$ cat config.mk
export PLATFORM = sky130hd
export DESIGN_NAME = muldiv_unit
export DESIGN_NICKNAME = d
export VERILOG_FILES = /design/src/rtl/riscv_pkg.sv /design/src/rtl/muldiv_unit.sv
export SDC_FILE = /design/constraint.sdc
export NUM_CORES = 1
export LEC_CHECK = 0
export ABC_AREA = 1
export BUFFER_PORTS_ARGS = -buffer_cell sky130_fd_sc_hd__buf_4
export CAP_MARGIN = 5
export CORE_ASPECT_RATIO = 0.5
export CORE_MARGIN = 2
export CORE_UTILIZATION = 28
export CTS_CLUSTER_SIZE = 28
export DETAILED_ROUTE_END_ITERATION = 7
export GPL_TIMING_DRIVEN = 0
export SYNTH_ARGS = -nofsm -noshare
export SYNTH_HDL_FRONTEND = slang
export SYNTH_SLANG_ARGS = --single-unit
$ cat constraint.sdc
create_clock -name CLK -period 5.9 [get_ports CLK]
set_input_delay 0.59 -clock CLK [delete_from_list [all_inputs] [get_ports CLK]]
set_output_delay 0.59 -clock CLK [all_outputs]
set_load 0.005 [all_outputs]
$ cat src/rtl/riscv_pkg.sv
// Shared RV32 constants: FUNCT3 codes for the M extension and the multiply/divide
// unit state encoding (the decoder reuses the same FUNCT3 constants).
package riscv_pkg;

    localparam int XLEN = 32;

    localparam logic [2:0] F3_MUL    = 3'b000;
    localparam logic [2:0] F3_MULH   = 3'b001;
    localparam logic [2:0] F3_MULHSU = 3'b010;
    localparam logic [2:0] F3_MULHU  = 3'b011;
    localparam logic [2:0] F3_DIV    = 3'b100;
    localparam logic [2:0] F3_DIVU   = 3'b101;
    localparam logic [2:0] F3_REM    = 3'b110;
    localparam logic [2:0] F3_REMU   = 3'b111;

    typedef enum logic [1:0] {
        MD_IDLE = 2'd0,
        MD_CALC = 2'd1,
        MD_SIGN = 2'd2,
        MD_FIN  = 2'd3
    } md_state_e;

endpackage

$ cat src/rtl/muldiv_unit.sv
// Iterative RV32M multiply/divide unit: magnitudes are processed one bit per cycle
// on a shared shift/add/subtract datapath, then the sign is fixed up in one cycle.
module muldiv_unit
    import riscv_pkg::*;
#(
    parameter int XLEN = 32
) (
    input  logic            CLK,
    input  logic            CLR,
    input  logic            START,
    input  logic [2:0]      FUNCT3,
    input  logic [XLEN-1:0] SRCA,
    input  logic [XLEN-1:0] SRCB,
    input  logic [4:0]      RD_IN,
    output logic            BUSY,
    output logic            DONE,
    output logic [XLEN-1:0] RESULT,
    output logic [4:0]      RD_OUT,
    output logic [1:0]      DBG_STATE
);

    localparam int CW = $clog2(XLEN);
    localparam logic [XLEN-1:0] INT_MIN = {1'b1, {(XLEN-1){1'b0}}};

    md_state_e         state_q;
    logic [CW-1:0]     cnt_q;
    logic [2:0]        op_q;
    logic [4:0]        rd_q;
    logic [XLEN-1:0]   a_q, b_q;
    logic              sa_q, sb_q;
    logic [2*XLEN-1:0] prod_q, prod_d;
    logic [XLEN-1:0]   result_q;
    logic              busy_q, done_q;

    // Operand capture: sign handling, magnitudes and the short-circuit cases.
    logic            accept;
    logic            signed_a, signed_b, neg_a, neg_b;
    logic [XLEN-1:0] abs_a, abs_b;
    logic            is_special;
    logic [XLEN-1:0] special_res;

    always_comb begin
        accept = START && (state_q == MD_IDLE || state_q == MD_FIN);
        if (FUNCT3[2]) begin
            signed_a = !FUNCT3[0];
            signed_b = !FUNCT3[0];
        end else begin
            signed_a = (FUNCT3 != F3_MULHU);
            signed_b = (FUNCT3 == F3_MUL) || (FUNCT3 == F3_MULH);
        end
        neg_a = signed_a && SRCA[XLEN-1];
        neg_b = signed_b && SRCB[XLEN-1];
        abs_a = neg_a ? ('0 - SRCA) : SRCA;
        abs_b = neg_b ? ('0 - SRCB) : SRCB;
        is_special  = 1'b0;
        special_res = '0;
        if (FUNCT3[2] && SRCB == '0) begin
            is_special  = 1'b1;
            special_res = FUNCT3[1] ? SRCA : '1;
        end else if (FUNCT3[2] && !FUNCT3[0] && SRCA == INT_MIN && SRCB == '1) begin
            is_special  = 1'b1;
            special_res = FUNCT3[1] ? '0 : INT_MIN;
        end
    end

    // One iteration: mul adds |A| into the high half then shifts right;
    // div shifts the remainder/quotient pair left and trial-subtracts |B|.
    logic [XLEN:0]   div_tmp;
    logic [XLEN+1:0] add_a, add_b, add_sum;
    logic            sub;

    always_comb begin
        div_tmp = {prod_q[2*XLEN-1:XLEN], prod_q[XLEN-1]};
        sub     = op_q[2];
        if (sub) begin
            add_a = {1'b0, div_tmp};
            add_b = ~{2'b00, b_q};
        end else begin
            add_a = {2'b00, prod_q[2*XLEN-1:XLEN]};
            add_b = prod_q[0] ? {2'b00, a_q} : '0;
        end
        add_sum = add_a + add_b + {{(XLEN+1){1'b0}}, sub};
        if (!sub)
            prod_d = {add_sum[XLEN:0], prod_q[XLEN-1:1]};
        else if (!add_sum[XLEN+1])
            prod_d = {add_sum[XLEN-1:0], prod_q[XLEN-2:0], 1'b1};
        else
            prod_d = {div_tmp[XLEN-1:0], prod_q[XLEN-2:0], 1'b0};
    end

    logic [2*XLEN-1:0] mul_p;
    logic [XLEN-1:0]   quo_s, rem_s, sign_res;

    always_comb begin
        mul_p = (sa_q ^ sb_q) ? ('0 - prod_q) : prod_q;
        quo_s = (sa_q ^ sb_q) ? ('0 - prod_q[XLEN-1:0]) : prod_q[XLEN-1:0];
        rem_s = sa_q ? ('0 - prod_q[2*XLEN-1:XLEN]) : prod_q[2*XLEN-1:XLEN];
        case (op_q)
            F3_MUL:                  sign_res = mul_p[XLEN-1:0];
            F3_MULH, F3_MULHSU,
            F3_MULHU:                sign_res = mul_p[2*XLEN-1:XLEN];
            F3_DIV, F3_DIVU:         sign_res = quo_s;
            default:                 sign_res = rem_s;
        endcase
    end

    always_ff @(posedge CLK or posedge CLR) begin
        if (CLR) begin
            state_q  <= MD_IDLE;
            cnt_q    <= '0;
            op_q     <= '0;
            rd_q     <= '0;
            a_q      <= '0;
            b_q      <= '0;
            sa_q     <= 1'b0;
            sb_q     <= 1'b0;
            prod_q   <= '0;
            result_q <= '0;
            busy_q   <= 1'b0;
            done_q   <= 1'b0;
        end else if (accept) begin
            op_q   <= FUNCT3;
            rd_q   <= RD_IN;
            a_q    <= abs_a;
            b_q    <= abs_b;
            sa_q   <= neg_a;
            sb_q   <= neg_b;
            cnt_q  <= '0;
            prod_q <= {{XLEN{1'b0}}, (FUNCT3[2] ? abs_a : abs_b)};
            if (is_special) begin
                result_q <= special_res;
                state_q  <= MD_FIN;
                busy_q   <= 1'b0;
                done_q   <= 1'b1;
            end else begin
                state_q <= MD_CALC;
                busy_q  <= 1'b1;
                done_q  <= 1'b0;
            end
        end else begin
            case (state_q)
                MD_CALC: begin
                    prod_q <= prod_d;
                    cnt_q  <= cnt_q + 1'b1;
                    if (cnt_q == CW'(XLEN-1))
                        state_q <= MD_SIGN;
                end
                MD_SIGN: begin
                    result_q <= sign_res;
                    state_q  <= MD_FIN;
                    busy_q   <= 1'b0;
                    done_q   <= 1'b1;
                end
                MD_FIN: begin
                    state_q <= MD_IDLE;
                    done_q  <= 1'b0;
                end
                default: begin
                    busy_q <= 1'b0;
                    done_q <= 1'b0;
                end
            endcase
        end
    end

    assign BUSY      = busy_q;
    assign DONE      = done_q;
    assign RESULT    = result_q;
    assign RD_OUT    = rd_q;
    assign DBG_STATE = 2'(state_q);

endmodule
==> run metrics <==
vertical die dimension=179 um; fraction of final layout cells sized beyond drive strength 1=8.24%; starting density of the core=28.3%; share of the synthesized area in the top cell type=26.0%; CP max stage delay=0.70 ns; number of placed I/O pins=116; post-synthesis net count=3080; total global-route track usage=28.4%; Max Cap Violations=0; final sum of negative setup slack=0 ns; CTS tree=yes; startpoint type of the worst setup path=register; total leakage power=0.00978 uW; Buf/Inv on CP=6; number of design rule violations left after detail routing=0; number of setup buffers added after CTS=0; relative slew slack=19.2%; final-report max-slew violation count=0; commonest non-fill, non-tap cell in the layout=nand2_1; standard-cell rows=64; Top FF cell, synth=dfrtp_1; Seq/Total Area, Yosys=26.0%; top post-synthesis cells by area=dfrtp_1 26%, nand2_1 21%, nand3_1 9.1%; post-synth top area cell=dfrtp_1; Area Growth Syn to Fin=14.5%; violation count after the first detailed-route iteration=2853; antenna violations before repair=6; Worst Path Required=6.29 ns; period utilization=95.2%; depth of the worst register-to-register path=17; Worst setup EP type=register; hpwl dp=75.8 mm; result of the run=finished clean; routed wire length=92.3 mm; final core utilization=32.3%; Fmax=178 MHz; Cell Area, Synth=17200 um2; total global routing overflow=0; area of the core=61000 um2; fin crit period=5.62 ns; number of nets in the final layout=3214; commonest cells after routing, fill and taps aside=965 x nand2_1, 402 x nor2_1, 312 x nand3_1, 283 x inv_1, 211 x o21ai_0; Seq cells post-synth=179; transition time at the pin with the least slew margin=1.20 ns; cell count after synthesis=2960; residual antenna-violating net count after detailed routing=0; TritonCTS sink count=179; vias in the first global route=19300; Pre-Repair DR Iteration Count=6; Port-buffer cells=114; power density of the placed cells=736 nW/um2; post-synthesis async set-or-reset flop share=100%; clock buffers created by TritonCTS=17; maximum number of pins on one net before global-route repair=92; final count of negative-setup-slack endpoints=0; number of distinct standard cells referenced by the synthesized netlist=52; Die X=355 um; clock-pin slew reported for the worst setup and hold paths after clock tree synthesis=0.08 ns; dominant delay contributor by cell family on the critical path=buffers and inverters; wire length of the first global-routing pass=133 mm; vias per inst=5.39; largest fanout on the critical path=10; count of flip-flops with a built-in enable after synthesis=0; DIE AREA=63700 um2; maximum count of clock buffers along a single path=2; worst min-delay path category=input port to asynchronous set/reset pin; unrepaired setup endpoints after global routing=no; Clock Skews=0.0158 ns; CP Depth=17; mean post-synth cell area=5.82 um2; final hold slack=0.175 ns; Yosys warning total=0; placer congestion estimate=1.04; post-CTS resize count=0; slowest CP cell=clkbuf_1; count of H-tree levels built during CTS=4; Clock Latency Late Sink=0.49 ns; vias=21200; WL per Instance=23.5 um; Crit path arrival time=6.00 ns; number of buffers inserted for hold repair after clock tree synthesis=0; number of endpoints with negative hold slack in the final report=0; Max VDD drop=0.000260 V; crit path cell chain=buf_4, inv_2, clkbuf_1, clkbuf_1, clkbuf_1, o21ai_0, ha_1, nand2_1, o21ai_0, a21oi_2, nor2_1, nor2_2, nand2_2, buf_1, o21ai_0, nand2_1, nand2_1; root buf cell=clkbuf_16; worst setup path category=register to register
## report_power, final
group | switching [uW] | total, uW | internal (uW)
clock network | 629 | 1190 | 560
logic | 7870 | 10900 | 3030
registers | 634 | 2430 | 1800
## cells in the mapped netlist, types with 2 or more instances
cell type  count
nor3_4         2
o211ai_1       8
xnor2_1        3
or2_2         14
a22oi_1        4
o21ai_0      211
dfrtp_1      179
buf_1         13
o21a_1         2
nor3_1        23
nand4_1       35
and2_1         3
buf_6          7
nor2_4         6
a21oi_1      178
nor2_1       402
a22o_1         2
buf_4          7
nand2_2       10
nand3_1      312
o31ai_1        3
o21ai_1       16
o22ai_1        4
nand2_1      965
o21bai_1       2
o2111ai_1      2
clkbuf_1      69
ha_1          43
inv_2          9
a21oi_2        3
nor4_1         2
inv_1        284
buf_2         27
nor2_2        12
xor2_1        63
fa_1           2
a31oi_1       11
nand3_2        5
clkinv_1       3
nand3b_1       2
## area by class of cell
cell class / instances / area (um2)
Sequential cell: 179 / 4480
Inverter: 296 / 1120
Timing Repair Buffer: 115 / 883
Tap cell: 825 / 1030
Clock buffer: 17 / 425
Multi-Input combinational cell: 2360 / 11100
Buffer: 125 / 594
Fill cell: 6867 / 41300
Antenna cell: 1 / 2.50
Clock inverter: 14 / 144
## flip-flops by register name, indices dropped and copies added (netlist names)
register and flops:
prod_q 64, RESULT 32, a_q 32, b_q 32, RD_OUT 5, cnt_q 5, op_q 3, DBG_STATE 2
BUSY 1, DONE 1, sa_q 1, sb_q 1
## path summary, 6_finish.rpt
check | from | endpoint | slack, ns
worst max register to register | op_q[2]$_DFFE_PP0P_ | prod_q[54]$_DFFE_PP0P_ | 0.28
worst min register to register | cnt_q[3]$_DFFE_PP0P_ | cnt_q[3]$_DFFE_PP0P_ | 0.46
worst min-delay path | CLR | RD_OUT[0]$_DFFE_PP0P_ | 0.18
max in group asynchronous | CLR | prod_q[43]$_DFFE_PP0P_ | 4.73
min in group CLK | RD_IN[0] | RD_OUT[0]$_DFFE_PP0P_ | 0.30
worst max-delay path | op_q[2]$_DFFE_PP0P_ | prod_q[54]$_DFFE_PP0P_ | 0.28
## logic make-up (layout without fill, tap and decap cells)
logic type	after synthesis	in the layout	share of synthesized area (%)
DFF	179	179	26.0
and+or+nand+nor	1799	1799	43.6
AOI/OAI and AO/OA	449	449	13.6
adders and majority gates	45	45	3.35
other	0	1	0
buffers and inverters	421	567	9.89
xor gates and xnor gates	67	67	3.51
## stage by stage
step	instance area [um2]	power [uW]	cells	worst slack, ns
2_1_floorplan	17200	8670	2960	0.451
3_3_place_gp	19100	12800	3899	-2.25
3_5_place_dp	19200	12800	3900	0.601
4_1_cts	19700	14100	3931	0.569
5_1_grt	19700	15500	3931	0.163
6_report	19700	14500	3932	0.281
## metal layers
layer | up-vias | GRT usage, % | share of wire (%)
met5 | - | 0 | 0.028
met4 | 4 | 7.97 | 2.9
met3 | 160 | 7.40 | 12
met2 | 1168 | 40.4 | 41
met1 | 10100 | 41.6 | 45
li1 | 9780 | - | -
(Power assumes the default switching activity.)
